`src/rtl/uart_tx_scheduler.sv`:
```
// Multi-channel change-detect transmit scheduler: round-robin grants into a FIFO that feeds the UART byte port.
// Optional periodic resend of every enabled channel is compiled in when UART_TX_SCHED_REFRESH_EN is defined.
module uart_tx_scheduler #(
    parameter int         CHANNELS       = 4,
    parameter int         DEPTH          = 8,
    parameter logic [7:0] IDLE_BYTE      = 8'h00,
    parameter int         REFRESH_CYCLES = 153600,
    localparam int        CW             = (CHANNELS > 1) ? $clog2(CHANNELS) : 1,
    localparam int        AW             = $clog2(DEPTH),
    localparam int        LW             = AW + 1
) (
    input  logic                  clock,
    input  logic                  reset,
    input  logic [CHANNELS*8-1:0] ch_data,
    input  logic [CHANNELS-1:0]   ch_en,
    input  logic                  pause,
    input  logic                  tx_done,
    output logic [7:0]            tx_bits,
    output logic                  tx_active,
    output logic [LW-1:0]         fifo_level,
    output logic [7:0]            last_sent,
    output logic [CW-1:0]         grant_ch
);

    if (CHANNELS < 1 || CHANNELS > 16 || DEPTH < 2 || (DEPTH & (DEPTH - 1)) != 0 || REFRESH_CYCLES < 2) begin : g_param_check
        $error("uart_tx_scheduler: illegal parameter set");
    end

    logic [7:0]          shadow_r [CHANNELS];
    logic [7:0]          mem_r    [DEPTH];
    logic [AW-1:0]       wr_ptr_r;
    logic [AW-1:0]       rd_ptr_r;
    logic [LW-1:0]       level_r;
    logic [CW-1:0]       rr_r;
    logic [CW-1:0]       grant_ch_r;
    logic [7:0]          cur_bits_r;
    logic                cur_valid_r;
    logic [7:0]          last_sent_r;
    logic [CHANNELS-1:0] refresh_req_s;
    logic [CHANNELS-1:0] pending_s;
    logic                hi_found_s;
    logic [CW-1:0]       hi_win_s;
    logic [CW-1:0]       lo_win_s;
    logic                found_s;
    logic [CW-1:0]       win_s;
    logic [7:0]          win_byte_s;
    logic                pop_s;
    logic                can_push_s;
    logic                grant_s;

`ifdef UART_TX_SCHED_REFRESH_EN
    localparam int RW = $clog2(REFRESH_CYCLES);
    logic [RW-1:0]       refresh_cnt_r;
    logic [CHANNELS-1:0] refresh_req_r;
    logic                refresh_wrap_s;
    logic [CHANNELS-1:0] grant_mask_s;

    assign refresh_wrap_s = (refresh_cnt_r == RW'(REFRESH_CYCLES - 1));
    assign grant_mask_s   = grant_s ? (CHANNELS'(1) << win_s) : '0;
    assign refresh_req_s  = refresh_req_r;

    // Refresh timer; a wrap re-arms every enabled channel, a grant or disable clears its request
    always_ff @(posedge clock) begin
        if (reset) begin
            refresh_cnt_r <= '0;
            refresh_req_r <= '0;
        end else begin
            refresh_cnt_r <= refresh_wrap_s ? '0 : refresh_cnt_r + RW'(1);
            refresh_req_r <= (refresh_req_r & ~grant_mask_s & ch_en) | (refresh_wrap_s ? ch_en : '0);
        end
    end
`else
    assign refresh_req_s = '0;
`endif

    // Change detection against the last byte granted per channel
    always_comb begin
        pending_s = '0;
        for (int i = 0; i < CHANNELS; i++) begin
            pending_s[i] = ch_en[i] & ((ch_data[8*i +: 8] != shadow_r[i]) | refresh_req_s[i]);
        end
    end

    // Round-robin pick: lowest pending index at/after rr, else lowest pending overall (wrap)
    always_comb begin
        hi_found_s = 1'b0;
        hi_win_s   = '0;
        lo_win_s   = '0;
        win_byte_s = 8'h00;
        for (int i = CHANNELS - 1; i >= 0; i--) begin
            hi_found_s = hi_found_s | (pending_s[i] & (i >= int'(rr_r)));
            hi_win_s   = (pending_s[i] && (i >= int'(rr_r))) ? CW'(i) : hi_win_s;
            lo_win_s   = pending_s[i] ? CW'(i) : lo_win_s;
        end
        found_s = |pending_s;
        win_s   = hi_found_s ? hi_win_s : lo_win_s;
        for (int i = 0; i < CHANNELS; i++) begin
            win_byte_s = (int'(win_s) == i) ? ch_data[8*i +: 8] : win_byte_s;
        end
    end

    // A pop only happens with data present, so push-into-empty never pairs with a pop
    assign pop_s      = tx_done & (level_r != '0);
    assign can_push_s = (level_r < LW'(DEPTH)) | pop_s;
    assign grant_s    = ~pause & found_s & can_push_s;

    // Arbiter state and per-channel shadows
    always_ff @(posedge clock) begin
        if (reset) begin
            rr_r       <= '0;
            grant_ch_r <= '0;
            for (int i = 0; i < CHANNELS; i++) begin
                shadow_r[i] <= 8'h00;
            end
        end else if (grant_s) begin
            rr_r       <= (int'(win_s) == CHANNELS - 1) ? '0 : win_s + CW'(1);
            grant_ch_r <= win_s;
            for (int i = 0; i < CHANNELS; i++) begin
                if (int'(win_s) == i) begin
                    shadow_r[i] <= win_byte_s;
                end
            end
        end
    end

    // FIFO storage; contents are qualified by the level, so no reset is needed
    always_ff @(posedge clock) begin
        if (grant_s) begin
            mem_r[wr_ptr_r] <= win_byte_s;
        end
    end

    // FIFO pointers and occupancy
    always_ff @(posedge clock) begin
        if (reset) begin
            wr_ptr_r <= '0;
            rd_ptr_r <= '0;
            level_r  <= '0;
        end else begin
            if (grant_s) begin
                wr_ptr_r <= wr_ptr_r + AW'(1);
            end
            if (pop_s) begin
                rd_ptr_r <= rd_ptr_r + AW'(1);
            end
            case ({grant_s, pop_s})
                2'b10:   level_r <= level_r + LW'(1);
                2'b01:   level_r <= level_r - LW'(1);
                default: level_r <= level_r;
            endcase
        end
    end

    // Output stage: the presented byte only moves on a UART byte-done pulse
    always_ff @(posedge clock) begin
        if (reset) begin
            cur_bits_r  <= IDLE_BYTE;
            cur_valid_r <= 1'b0;
            last_sent_r <= 8'h00;
        end else if (tx_done) begin
            if (pop_s) begin
                cur_bits_r  <= mem_r[rd_ptr_r];
                cur_valid_r <= 1'b1;
                last_sent_r <= mem_r[rd_ptr_r];
            end else begin
                cur_bits_r  <= IDLE_BYTE;
                cur_valid_r <= 1'b0;
            end
        end
    end

    assign tx_bits    = cur_bits_r;
    assign tx_active  = cur_valid_r;
    assign fifo_level = level_r;
    assign last_sent  = last_sent_r;
    assign grant_ch   = grant_ch_r;

endmodule

```
`config.mk`:
```
export PLATFORM = sky130hd
export DESIGN_NAME = uart_tx_scheduler
export DESIGN_NICKNAME = d
export VERILOG_FILES = /design/src/rtl/uart_tx_scheduler.sv
export SDC_FILE = /design/constraint.sdc
export NUM_CORES = 1
export LEC_CHECK = 0
export CAP_MARGIN = 40
export CORE_UTILIZATION = 50
export CTS_CLUSTER_SIZE = 24
export DETAILED_ROUTE_END_ITERATION = 8
export GPL_TIMING_DRIVEN = 0
export PLACE_DENSITY = 0.75
export SETUP_SLACK_MARGIN = 0.05
export SYNTH_ARGS = -nofsm -noshare
export SYNTH_HDL_FRONTEND = slang
export SYNTH_SLANG_ARGS = --single-unit
export TNS_END_PERCENT = 30
```
`constraint.sdc`:
```
create_clock -name clock -period 6.15 [get_ports clock]
set_input_delay 1.23 -clock clock [delete_from_list [all_inputs] [get_ports clock]]
set_output_delay 1.23 -clock clock [all_outputs]
set_load 0.02 [all_outputs]
```
==> impl_metrics.json, run 1 <==
{
  "clk_pin_slew_ns": 0.06,
  "setup_viol_count_final": 0,
  "synthFlopType": "edfxtp_1",
  "track_usage": 0.235,
  "synth_edf_count": 96,
  "grt_pass1_wl_um": 20100,
  "synth_top_area_share": 0.504,
  "maxCapViolations": 0,
  "hold_start": "last_sent[0]",
  "areaGrowthSynthToFinish_pct": 24.4,
  "status": "complete, no violations",
  "worst_setup_path_start_kind": "primary input",
  "power_density_nw_per_um2": 385,
  "slew_headroom": 0.447,
  "max_freq_mhz": 212,
  "ys_top_cells_by_count": "96 x edfxtp_1, 50 x a21oi_1, 44 x nor2_1",
  "wirelength_um": 12900,
  "grt_pass1_vias": 3810,
  "drc": 0,
  "max-vdd-ir-drop_mv": 0.234,
  "fin_area_um2": 7110,
  "cts_buffer_depth": 2,
  "initial_core_util": 0.521,
  "clock_latency_ns": 0.42,
  "tritoncts": "built",
  "ant_nets": 0,
  "port_buffers": 62,
  "synth_nets": 501,
  "synthCells": 451,
  "dp_worst_setup_slack_ns": 1.07,
  "core_um2": 11000,
  "numCtsBuffers": 17,
  "yosys_warnings": 0,
  "n_antenna_cell": 0,
  "avgViaCountPerCell": 5.66,
  "die_area_um2": 11900,
  "placed_cell_area_um2": 6570,
  "cts_root_buf": "clkbuf_16",
  "final_nets": 589,
  "report.final.slew_viol_count": 0,
  "worstPathMaxFanout": 10,
  "period_needed_ns": 4.71,
  "cts_setup_buffers": 0,
  "grt-ovfl-total": 0,
  "worstHoldPathType": "reg2reg",
  "crit_arrival_ns": 4.81,
  "cts.sinks": 130,
  "first_pass_iters": 5,
  "grt_max_degree": 17,
  "antenna_found_initial": 0,
  "finalCritPeriodShare": 0.766,
  "critPathCaptureType": "flip-flop",
  "p_leak_nw": 2.52,
  "async_flop_share": 0,
  "io_pins": 63,
  "worstPathRequired_ns": 6.25,
  "gp_congestion": 0.856,
  "setup_tns_ns": 0,
  "reg2reg_from": "shadow_r[1][7]",
  "startpoint": "ch_data[15]",
  "rows": 38,
  "seq_area_frac_synth": 0.623,
  "fin_skew_ns": 0.0115,
  "criticalPathCategory": "in2reg",
  "ctsHtreeMaxLevel": 4,
  "vias": 3919,
  "yosysTopAreaCell": "edfxtp_1",
  "tightest_slew_ns": 0.826,
  "post_cts_resized": 0,
  "grt_setup_unrepaired": "false",
  "fin_util": 0.648,
  "final_hold_viol_count": 0,
  "drive_above_1_share": 0.121,
  "die_h_um": 109,
  "synth_cell_types": 39,
  "drt_iter0_drc": 374,
  "synth_area_leaders": "edfxtp_1 50%, dfxtp_1 12%, mux4_2 6.3%",
  "dieWidth_um": 109,
  "syn_area_per_cell_um2": 12.7,
  "fin_ws_ns": 1.44,
  "syn-cell-area_um2": 5720,
  "cts_hold_buf": 0,
  "dp_hpwl_um": 9180,
  "synth_most_common_cell": "edfxtp_1",
  "synth_seq_cells": 130,
  "wire_per_inst_um": 18.7
}
## critical path, stage by stage
cell,delay (ns)
clkdlybuf4s50_1,0.46
xor2_1,0.17
nor4_1,0.31
a21boi_1,0.25
or3_1,0.39
nand3_1,0.16
inv_1,0.11
ha_1,0.29
clkbuf_1,0.25
nand2_1,0.12
a21oi_1,0.08
a21oi_1,0.14
nor2_1,0.06
a21oi_1,0.50
inv_1,0.29
## report_power, final
part | internal, mW | switching (mW)
logic | 0.296 | 0.397
clock network | 0.560 | 0.357
registers | 1.08 | 0.0527
## flip-flops by register name, indices dropped and copies added (netlist names), named ones only
| name | count |
|---|---|
| tx_active | 1 |
| tx_bits | 8 |
| wr_ptr_r | 3 |
| grant_ch | 2 |
| rd_ptr_r | 3 |
| last_sent | 8 |
| mem_r | 64 |
| shadow_r | 32 |
| rr_r | 2 |
| fifo_level | 4 |
## layout by cell type, fill, tap and decap left out, types with 18 or more instances in the layout
master and n:
a21oi_1 50, clkbuf_1 23, clkbuf_16 18, clkdlybuf4s50_1 62
dfxtp_1 34, edfxtp_1 96, inv_1 19, nand2_1 38
nor2_1 44, xnor2_1 26
## cells by family after synthesis
| family | Yosys count | synth area share |
|---|---|---|
| buf+inv | 41 | 0.0276 |
| fa+ha+maj | 10 | 0.0232 |
| mux | 24 | 0.0788 |
| xor+xnor | 37 | 0.0567 |
| flops | 130 | 0.623 |
| simple gates | 135 | 0.117 |
| compound gates | 74 | 0.0731 |
## routing by layer
| metal | vias to the layer above | wire length [um] | track usage |
|---|---|---|---|
| met5 | - | 0 | 0 |
| met2 | 165 | 6410 | 0.385 |
| met3 | 9 | 886 | 0.0580 |
| li1 | 1832 | - | - |
| met1 | 1913 | 5530 | 0.312 |
| met4 | 0 | 81 | 0.0637 |
## worst paths after layout
| check | endpoint | slack [ns] | depth (start not counted) |
|---|---|---|---|
| worst max-delay path | mem_r[4][0] | 1.44 | 15 |
| worst min-delay path | last_sent[0] | 0.46 | 2 |
| worst max register to register | mem_r[4][0] | 2.35 | 14 |
| worst min register to register | last_sent[0] | 0.46 | 2 |
## cell type report
class / count / area [um^2]
flip-flops and latches: 130 / 3560
inverters: 19 / 71.3
plain buffers: 22 / 86.3
clock inverters: 8 / 50.0
multi-input cells: 280 / 2010
well taps: 140 / 175
clock buffers: 24 / 493
fillers: 794 / 3870
repair buffers: 69 / 666
## stage by stage
step                      power (mW)  hold WS [ns]  instances
after floorplan                 1.59         0.454        451
after global placement          1.80         0.441        653
after detailed placement        1.84         0.452        659
after CTS                       2.74         0.459        691
after global routing            2.86         0.483        692
final                           2.74         0.457        692
No activity file was read; power rests on OpenSTA's default activity.
==> run 2, diff against run 1 <==
==> constraint.sdc (replaced) <==
create_clock -name clock -period 4.9 [get_ports clock]
set_input_delay 0.98 -clock clock [delete_from_list [all_inputs] [get_ports clock]]
set_output_delay 0.98 -clock clock [all_outputs]
set_load 0.02 [all_outputs]
==> results of run 2 <==
The final DEF is identical to that of run 1. Status: complete, no violations.
Main changes from that run: setup slack after placement 1.07 ns -> 0.0667 ns; setup slack after layout 1.44 ns -> 0.436 ns; register-to-register setup slack 2.35 ns -> 1.10 ns; total power 2.74 mW -> 3.44 mW; worst IR drop on VDD 0.234 mV -> 0.293 mV
